`src/rtl/rv32_fetch_unit.sv`:
```
// -----------------------------------------------------------------------------
// rv32_fetch_unit
// Instruction-fetch producer for the 5-stage RV32 core. Owns the fetch PC,
// issues word reads to instruction memory, buffers returned words together
// with their PCs and presents the head entry to the IF/ID register. Wrong-path
// responses still in flight at a redirect are counted and discarded on return.
//
// Parameters
//   RESET_PC    fetch address after reset (bits [1:0] ignored, must be 0)
//   FIFO_DEPTH  buffered instructions plus in-flight requests (power of 2, >=2)
//
// Ports
//   clk, rst           clock, synchronous active-high reset
//   stall              IF/ID holds this cycle; head entry is not consumed
//   redirect_valid/pc  restart fetch at redirect_pc, flush buffered work
//   imem_req_*         word read request (valid/ready/addr)
//   imem_rsp_*         in-order read response (valid/data)
//   code_out, pc_out   head instruction and its PC (NOP / 0 when empty)
//   fetch_valid        code_out/pc_out hold a real fetched instruction
//   fetch_misaligned   (RV32_FETCH_ALIGN_CHECK_EN only) sticky misaligned
//                      redirect flag; blocks fetch until an aligned redirect
//
// Configuration macro: RV32_FETCH_ALIGN_CHECK_EN
// -----------------------------------------------------------------------------
module rv32_fetch_unit #(
   parameter logic [31:0] RESET_PC   = 32'h0000_0000,
   parameter int unsigned FIFO_DEPTH = 2
) (
   input  logic        clk,
   input  logic        rst,
   input  logic        stall,
   input  logic        redirect_valid,
   input  logic [31:0] redirect_pc,
   output logic        imem_req_valid,
   input  logic        imem_req_ready,
   output logic [31:0] imem_req_addr,
   input  logic        imem_rsp_valid,
   input  logic [31:0] imem_rsp_data,
   output logic [31:0] code_out,
   output logic [31:0] pc_out,
   output logic        fetch_valid
`ifdef RV32_FETCH_ALIGN_CHECK_EN
   ,
   output logic        fetch_misaligned
`endif
);

   localparam int unsigned PW  = $clog2(FIFO_DEPTH);
   localparam int unsigned CW  = $clog2(FIFO_DEPTH) + 1;
   localparam int unsigned SW  = CW + 1;
   localparam logic [31:0] NOP = 32'h0000_0013;

   typedef struct packed {
      logic [31:0] pc;
      logic [31:0] code;
   } fetch_entry_t;

   // Architectural state
   logic [31:0]    fetch_pc_q, fetch_pc_d;
   logic [CW-1:0]  occ_q, occ_d;
   logic [CW-1:0]  outst_q, outst_d;
   logic [CW-1:0]  drop_q, drop_d;

   // PC tag FIFO: addresses of requests whose data is still wanted
   logic [31:0]    tag_mem_q [FIFO_DEPTH];
   logic [PW-1:0]  tag_wr_q, tag_wr_d;
   logic [PW-1:0]  tag_rd_q, tag_rd_d;

   // Instruction FIFO feeding IF/ID
   fetch_entry_t   ins_mem_q [FIFO_DEPTH];
   logic [PW-1:0]  ins_wr_q, ins_wr_d;
   logic [PW-1:0]  ins_rd_q, ins_rd_d;

   logic           req_block_c;
   logic           credit_ok_c;
   logic           req_fire_c;
   logic           rsp_ok_c;
   logic           rsp_keep_c;
   logic           ins_push_c;
   logic           pop_c;
   fetch_entry_t   head_c;

`ifdef RV32_FETCH_ALIGN_CHECK_EN
   logic           misal_q, misal_d;
   assign req_block_c      = misal_q;
   assign fetch_misaligned = misal_q;
`else
   assign req_block_c      = 1'b0;
`endif

   // Request credit: buffered plus in-flight (including doomed ones) below depth
   assign credit_ok_c    = (SW'(occ_q) + SW'(outst_q)) < SW'(FIFO_DEPTH);
   assign imem_req_valid = ~rst & ~redirect_valid & ~req_block_c & credit_ok_c;
   assign imem_req_addr  = fetch_pc_q;
   assign req_fire_c     = imem_req_valid & imem_req_ready;

   // A response with nothing outstanding is a protocol error and is ignored
   assign rsp_ok_c   = imem_rsp_valid & (outst_q != '0);
   assign rsp_keep_c = rsp_ok_c & (drop_q == '0);
   assign ins_push_c = rsp_keep_c & ~redirect_valid;

   // Head of the instruction FIFO drives IF/ID directly
   assign head_c      = ins_mem_q[ins_rd_q];
   assign fetch_valid = ~rst & (occ_q != '0);
   assign pop_c       = fetch_valid & ~stall & ~redirect_valid;
   assign code_out    = fetch_valid ? head_c.code : NOP;
   assign pc_out      = fetch_valid ? head_c.pc : 32'h0000_0000;

   // Next-state logic; redirect overrides every other update
   always_comb begin
      fetch_pc_d = fetch_pc_q;
      occ_d      = occ_q;
      outst_d    = outst_q;
      drop_d     = drop_q;
      tag_wr_d   = tag_wr_q;
      tag_rd_d   = tag_rd_q;
      ins_wr_d   = ins_wr_q;
      ins_rd_d   = ins_rd_q;
`ifdef RV32_FETCH_ALIGN_CHECK_EN
      misal_d    = misal_q;
`endif

      if (req_fire_c) begin
         fetch_pc_d = fetch_pc_q + 32'd4;
         tag_wr_d   = tag_wr_q + PW'(1);
      end

      outst_d = outst_q + CW'(req_fire_c) - CW'(rsp_ok_c);

      if (rsp_ok_c && (drop_q != '0)) begin
         drop_d = drop_q - CW'(1);
      end

      if (rsp_keep_c) begin
         tag_rd_d = tag_rd_q + PW'(1);
         ins_wr_d = ins_wr_q + PW'(1);
      end

      if (pop_c) begin
         ins_rd_d = ins_rd_q + PW'(1);
      end

      occ_d = occ_q + CW'(ins_push_c) - CW'(pop_c);

      if (redirect_valid) begin
         // Everything still in flight after this cycle belongs to the old path
         occ_d      = '0;
         tag_wr_d   = '0;
         tag_rd_d   = '0;
         ins_wr_d   = '0;
         ins_rd_d   = '0;
         outst_d    = outst_q - CW'(rsp_ok_c);
         drop_d     = outst_q - CW'(rsp_ok_c);
         fetch_pc_d = {redirect_pc[31:2], 2'b00};
`ifdef RV32_FETCH_ALIGN_CHECK_EN
         misal_d    = (redirect_pc[1:0] != 2'b00);
`endif
      end
   end

   // Control state
   always_ff @(posedge clk) begin
      if (rst) begin
         fetch_pc_q <= {RESET_PC[31:2], 2'b00};
         occ_q      <= '0;
         outst_q    <= '0;
         drop_q     <= '0;
         tag_wr_q   <= '0;
         tag_rd_q   <= '0;
         ins_wr_q   <= '0;
         ins_rd_q   <= '0;
`ifdef RV32_FETCH_ALIGN_CHECK_EN
         misal_q    <= 1'b0;
`endif
      end else begin
         fetch_pc_q <= fetch_pc_d;
         occ_q      <= occ_d;
         outst_q    <= outst_d;
         drop_q     <= drop_d;
         tag_wr_q   <= tag_wr_d;
         tag_rd_q   <= tag_rd_d;
         ins_wr_q   <= ins_wr_d;
         ins_rd_q   <= ins_rd_d;
`ifdef RV32_FETCH_ALIGN_CHECK_EN
         misal_q    <= misal_d;
`endif
      end
   end

   // FIFO storage, no reset needed (validity tracked by pointers/counters)
   always_ff @(posedge clk) begin
      if (req_fire_c) begin
         tag_mem_q[tag_wr_q] <= fetch_pc_q;
      end
      if (ins_push_c) begin
         ins_mem_q[ins_wr_q] <= fetch_entry_t'({tag_mem_q[tag_rd_q], imem_rsp_data});
      end
   end

   // Memory must never return data that was not requested
   always_ff @(posedge clk) begin
      if (!rst && imem_rsp_valid) begin
         assert (outst_q != '0);
      end
   end

endmodule

```
`config.mk`:
```
export PLATFORM = sky130hd
export DESIGN_NAME = rv32_fetch_unit
export DESIGN_NICKNAME = d
export VERILOG_FILES = /design/src/rtl/rv32_fetch_unit.sv
export SDC_FILE = /design/constraint.sdc
export NUM_CORES = 1
export LEC_CHECK = 0
export BUFFER_PORTS_ARGS = -buffer_cell sky130_fd_sc_hd__buf_2
export CAP_MARGIN = 25
export CORE_MARGIN = 3
export CORE_UTILIZATION = 50
export CTS_CLUSTER_DIAMETER = 80
export DETAILED_ROUTE_END_ITERATION = 16
export GPL_TIMING_DRIVEN = 0
export PLACE_DENSITY_LB_ADDON = 0.12
export SYNTH_ARGS = -nofsm -noshare
export SYNTH_HDL_FRONTEND = slang
export SYNTH_SLANG_ARGS = --single-unit
```
`constraint.sdc`:
```
create_clock -name clk -period 4.8 [get_ports clk]
set_input_delay 1.44 -clock clk [delete_from_list [all_inputs] [get_ports clk]]
set_output_delay 1.44 -clock clk [all_outputs]
set_load 0.02 [all_outputs]
```
==> impl_metrics.json, run 1 <==
{
  "status": "completed",
  "gp_congestion": 0.891,
  "htree_levels": 1,
  "finClkSkew_ns": 0.00899,
  "powerDensity_nw_per_um2": 396,
  "antenna_found_initial": 0,
  "ys_ff_latch": 226,
  "whs_ns": 0.508,
  "yosysTopAreaCellShare_pct": 59.3,
  "clk_latency_ns": 0.51,
  "antenna_cells": 0,
  "grt_overflow": 0,
  "synth_top_cell_by_area": "edfxtp_1",
  "io_pins": 168,
  "gr-usage-met2_pct": 33.8,
  "first_global_vias": 6176,
  "syn_inst": 673,
  "p_total_mw": 4.48,
  "post_synth_num_cell_types": 54,
  "drive_gt1_share_pct": 27.9,
  "fillCellCount": 1456,
  "area_growth_pct": 21.5,
  "drtAntennaViolNets": 0,
  "worstMarginPinSlew_ns": 0.835,
  "cts_sinks": 226,
  "worstSetupStartpointType": "input pin",
  "grt_use_met3_pct": 3.63,
  "syn-cell-area_um2": 9310,
  "fin_crit_sh_pct": 95.1,
  "synth_area_leaders": "edfxtp_1, dfxtp_1, mux2i_1",
  "synth_ff_type": "edfxtp_1",
  "fp.dieH_um": 142,
  "drc": 0,
  "drv_slew": 0,
  "worstPathMaxFanout": 10,
  "yosysWarningCount": 0,
  "fmax_ghz": 0.219,
  "grt_pass1_wl_um": 32900,
  "cp.arrival_ns": 3.13,
  "critPathKind": "in -> out",
  "rows": 49,
  "io_buffers": 160,
  "rsz0062_at_grt": "no",
  "regArea_um2": 6370,
  "multi_input_area_um2": 2770,
  "cts_made_buffers": 24,
  "gr-max-usage-layer": "met2",
  "synth_edf_count": 184,
  "path_clk_slew_ns": 0.06,
  "grt_max_degree": 31,
  "fp.coreArea_um2": 18100,
  "finalWirelength_um": 21200,
  "ir_worst_vdd_mv": 0.273,
  "cts_tree": "built",
  "endpoint_kind": "output pin",
  "drt-initial-drc-count": 450,
  "synth-async-reset-ratio_pct": 0,
  "vias": 6169,
  "die_x_um": 142,
  "hold_class": "reg -> reg",
  "slew_headroom_pct": 44.3,
  "setup_viol": 0,
  "cts_max_path_buffers": 3,
  "use_met1_pct": 27.8,
  "via_per_inst": 5.53,
  "first_pass_iters": 5,
  "track_usage_pct": 20.6,
  "dieArea_um2": 20300,
  "ys_seq_area_share_pct": 68.4,
  "cts_root_buf": "clkbuf_16",
  "p_leak_nw": 4.09,
  "cts_hold_buffers": 0,
  "hpwlAfterDp_um": 14800,
  "syn_avg_cell_area_um2": 13.8,
  "final_nets": 946,
  "max_cap_viol_count": 0,
  "start_util_pct": 51.3,
  "period_minus_slack_ns": 4.57,
  "wl_per_cell_um": 19.0,
  "hold_violations": 0,
  "crit_required_ns": 3.36
}
[cell families after synthesis]
group / Yosys count / synth area share [%]
mux: 94 / 10.5
flops: 226 / 68.4
simple gates: 206 / 10.8
xor+xnor: 19 / 1.79
compound gates: 65 / 4.96
buf+inv: 54 / 2.36
other cells: 1 / 0.0403
fa+ha+maj: 8 / 1.16
[synthesized netlist by cell type, types with 11 or more instances]
cell and n:
clkbuf_1 27, dfxtp_1 42, edfxtp_1 184, inv_1 17, mux2_2 30, mux2i_1 64
nand2_1 33, nor2_1 89, nor4_1 11, xnor2_1 14
[path summary, 6_finish.rpt]
path	start	endpoint	slack, ns	cells after the start
setup / recovery	rst	code_out[1]	0.23	7
hold / removal	tag_rd_q	tag_rd_q	0.51	2
setup reg to reg	occ_q[0]	outst_q[1]	1.09	13
hold reg to reg	tag_rd_q	tag_rd_q	0.51	2
[power breakdown]
| part | internal (mW) | switching [mW] |
|---|---|---|
| sequential | 2.23 | 0.0655 |
| clock | 1.04 | 0.721 |
| combinational | 0.165 | 0.259 |
| total | 3.44 | 1.05 |
[registers in the layout, indices dropped and copies added, names as in the netlist, 2 cells and up, named ones only]
register / count
ins_mem_q: 124
tag_mem_q: 60
imem_req_addr: 30
drop_q: 2
occ_q: 2
outst_q: 2
[final cells by class]
type                    count  share of cell area, %
well taps                 229                   2.53
flip-flops and latches    226                   56.3
clock buffers              39                   6.44
repair buffers            166                   8.12
plain buffers              37                   1.38
inverters                  17                  0.564
multi-input cells         396                   24.5
clock inverters             5                  0.243
[worst max-delay path, stage by stage]
cell      delay, ns
clkbuf_1       0.29
inv_1          0.27
o21ai_2        0.29
clkbuf_1       0.42
inv_1          0.16
nand2_1        0.09
buf_2          0.16
[metrics by stage]
stage          std cells  worst slack, ns  cell area (µm²)  setup TNS [ns]  utilization, %
2_1_floorplan        676           -0.266             9330          -32.95               -
3_3_place_gp        1065            -2.28            10400         -300.12            57.4
3_5_place_dp        1071          -0.0988            10600          -0.308            58.2
4_1_cts             1115            0.179            11300               0            62.3
5_1_grt             1115           0.0126            11300               0            62.3
6_report            1115            0.233            11300               0            62.3
[layout by cell type, fill, tap and decap left out, types with 10 or more instances in the layout]
master | Yosys | layout
nand2_1 | 33 | 33
buf_2 | 1 | 161
inv_1 | 17 | 17
a21oi_1 | 10 | 10
a211oi_1 | 10 | 10
mux2_2 | 30 | 30
dfxtp_1 | 42 | 42
nor2_1 | 89 | 86
clkbuf_16 | 0 | 25
mux2i_1 | 64 | 64
clkbuf_1 | 27 | 36
nor4_1 | 11 | 11
xnor2_1 | 14 | 14
edfxtp_1 | 184 | 184
o21ai_0 | 10 | 10
[what timing repair did]
| item | 4_1_cts | 5_1_grt |
|---|---|---|
| gates resized for setup | 1 | 0 |
| setup endpoints to repair | 4 | 0 |
| setup buffers | 0 | 0 |
[metal layers]
metal	routed length (µm)	vias to the layer above
met5	0	-
met4	534	0
met3	1290	44
met2	10200	240
met1	9190	2977
li1	-	2908
Power figures use the tool's default switching activity.
==> inputs of run 2 (changes only) <==
Settings changed: CORE_ASPECT_RATIO set to 2, CORE_UTILIZATION 50 to 45, PLACE_DENSITY set to 0.69, PLACE_DENSITY_LB_ADDON 0.12 to not set.
==> run 2 against run 1 <==
- die area is 11% higher
- hold slack better by 0.0087 ns
- global-route usage is 2.6 points lower
- total power is 2.7% lower
- maximum frequency is 0.27% higher
- critical path depth stayed put
- sequential share of layout area hardly changed
- clock skew is 0.0029 ns higher
- sequential cell count stayed put
- critical endpoint is now code_out[4]
- highest routed layer unchanged
==> impl_metrics.json, run 2 (synthesized netlist as in run 1, its figures left out) <==
{
  "via_per_inst": 5.28,
  "hold_violations": 0,
  "clk_latency_ns": 0.50,
  "cts_tree": "built",
  "critPathKind": "in -> out",
  "worstMarginPinSlew_ns": 0.868,
  "fin_util_pct": 56.3,
  "grt_pass1_wl_um": 31400,
  "tns_ns": 0,
  "cp_num_buf_inv": 5,
  "critical_path.slowest_cell": "clkbuf_1",
  "stdcell_area_um2": 11300,
  "dieArea_um2": 22600,
  "ir_worst_vdd_mv": 0.237,
  "crit_family": "buffers and inverters",
  "area_growth_pct": 21.4,
  "worstPathMaxFanout": 10,
  "rsz0062_at_grt": "no",
  "start_util_pct": 46.4,
  "top_register": "ins_mem_q",
  "slew_headroom_pct": 41.9,
  "cts_hold_buffers": 0,
  "seqPwrFrac_pct": 52.7,
  "powerDensity_nw_per_um2": 386,
  "antenna_found_initial": 1,
  "slowest_delay_ns": 0.42,
  "largest_reg_flops": 124,
  "grt_overflow": 0,
  "final_nets": 942,
  "combinationalPowerShare_pct": 9.5,
  "htree_levels": 1,
  "crit_required_ns": 3.36,
  "cts_sinks": 226,
  "cts_root_buf": "clkbuf_16",
  "drt-initial-drc-count": 243,
  "finClkSkew_ns": 0.0119,
  "fin_crit_sh_pct": 94.9,
  "fmax_ghz": 0.220,
  "placed_cell_area_um2": 10600,
  "swShare_pct": 22.9,
  "setup_viol": 0,
  "path_clk_slew_ns": 0.06,
  "p_total_mw": 4.36,
  "cp.arrival_ns": 3.11,
  "die_x_um": 108,
  "p_int_mw": 3.36,
  "drv_slew": 0,
  "period_minus_slack_ns": 4.55,
  "first_pass_iters": 5,
  "endpoint_kind": "output pin",
  "status": "completed",
  "grt_max_degree": 31,
  "p_switching_uw": 1000,
  "clkPwrFrac_pct": 37.8,
  "max_cap_viol_count": 0,
  "p_leak_nw": 4.06,
  "gp_congestion": 0.878,
  "hpwlAfterDp_um": 15100,
  "hold_class": "reg -> reg",
  "final_common_cell": "edfxtp_1",
  "cts_made_buffers": 20,
  "drtAntennaViolNets": 0,
  "cts_max_path_buffers": 3,
  "worstSetupStartpointType": "input pin",
  "vias": 6028,
  "wl_per_cell_um": 17.8,
  "mostFrequentLayoutCells": "edfxtp_1, buf_2, nor2_1, mux2i_1, dfxtp_1",
  "io_pins": 168,
  "rows": 73,
  "io_buffers": 160,
  "finalWirelength_um": 20300,
  "fp.coreArea_um2": 20100,
  "first_global_vias": 6127,
  "track_usage_pct": 18.0,
  "crit_chain": "clkbuf_1 > inv_1 > o21ai_2 > clkbuf_1 > inv_1 > nand2_1 > buf_2",
  "drc": 0,
  "fp.dieH_um": 209,
  "drive_gt1_share_pct": 28.1
}
run 2: changes by cell type in the layout (fill, tap and decap cells not counted), moves of 2 or more:
cell	delta
buf_16	+2
clkbuf_8	+2
clkinvlp_4	+3
clkbuf_1	-8
clkbuf_16	-4
buf_12	-2
run 2: power groups by stage:
stage	Combinational [mW]	Sequential (mW)	Clock (mW)
global placement	0.392	2.34	0
finish	0.414	2.30	1.65
floorplan	0.247	2.35	0
global route	0.457	2.31	1.76
detailed placement	0.416	2.34	0
CTS	0.420	2.30	1.69
run 2: cell type report:
type | instances | area (µm²)
Clock buffer | 29 | 626
Fill cell | 1713 | 8790
Multi-Input combinational cell | 396 | 2770
Clock inverter | 7 | 71.3
Timing Repair Buffer | 166 | 928
Buffer | 37 | 156
Tap cell | 262 | 328
Inverter | 17 | 63.8
Antenna cell | 1 | 2.50
Sequential cell | 226 | 6370
run 2: final timing paths:
path,startpoint,end,slack (ns),cells past startpoint
max,rst,code_out[4],0.25,7
min,ins_rd_q,ins_rd_q,0.52,2
max reg2reg,occ_q[0],outst_q[1],1.21,13
min reg2reg,ins_rd_q,ins_rd_q,0.52,2
run 2: what timing repair did:
item                                    CTS  global route
endpoints found under the setup margin    3             0
gates resized for setup                   1             0
buffers inserted                          0             0
run 2: worst reg2reg max path, stage by stage (launching register included):
cell      delay, ns
dfxtp_1        0.40
and2_1         0.18
fa_1           0.50
or3b_1         0.40
clkbuf_1       0.17
nor2_1         0.52
inv_1          0.23
ha_1           0.34
inv_1          0.04
ha_1           0.17
xnor2_1        0.13
o21ai_0        0.19
xnor2_1        0.14
nor2_1         0.05
run 2: through the flow:
step                worst slack (ns)  hold WS [ns]  std cells
finish                         0.246         0.517       1141
floorplan                     -0.266         0.472        676
global route                   0.119         0.552       1141
detailed placement           -0.0204         0.511       1104
CTS                            0.241         0.520       1140
global placement               -2.19         0.489       1098
run 2: layer usage:
metal  share of wire [%]  wire, µm  track usage [%]  vias up
met1                  34      6830             17.5     2859
met4                 5.5      1120             10.9        0
met2                  56     11400             34.7      205
met3                 5.0      1010             2.31       57
li1                    -         -                -     2907
met5                   0         0                0        -
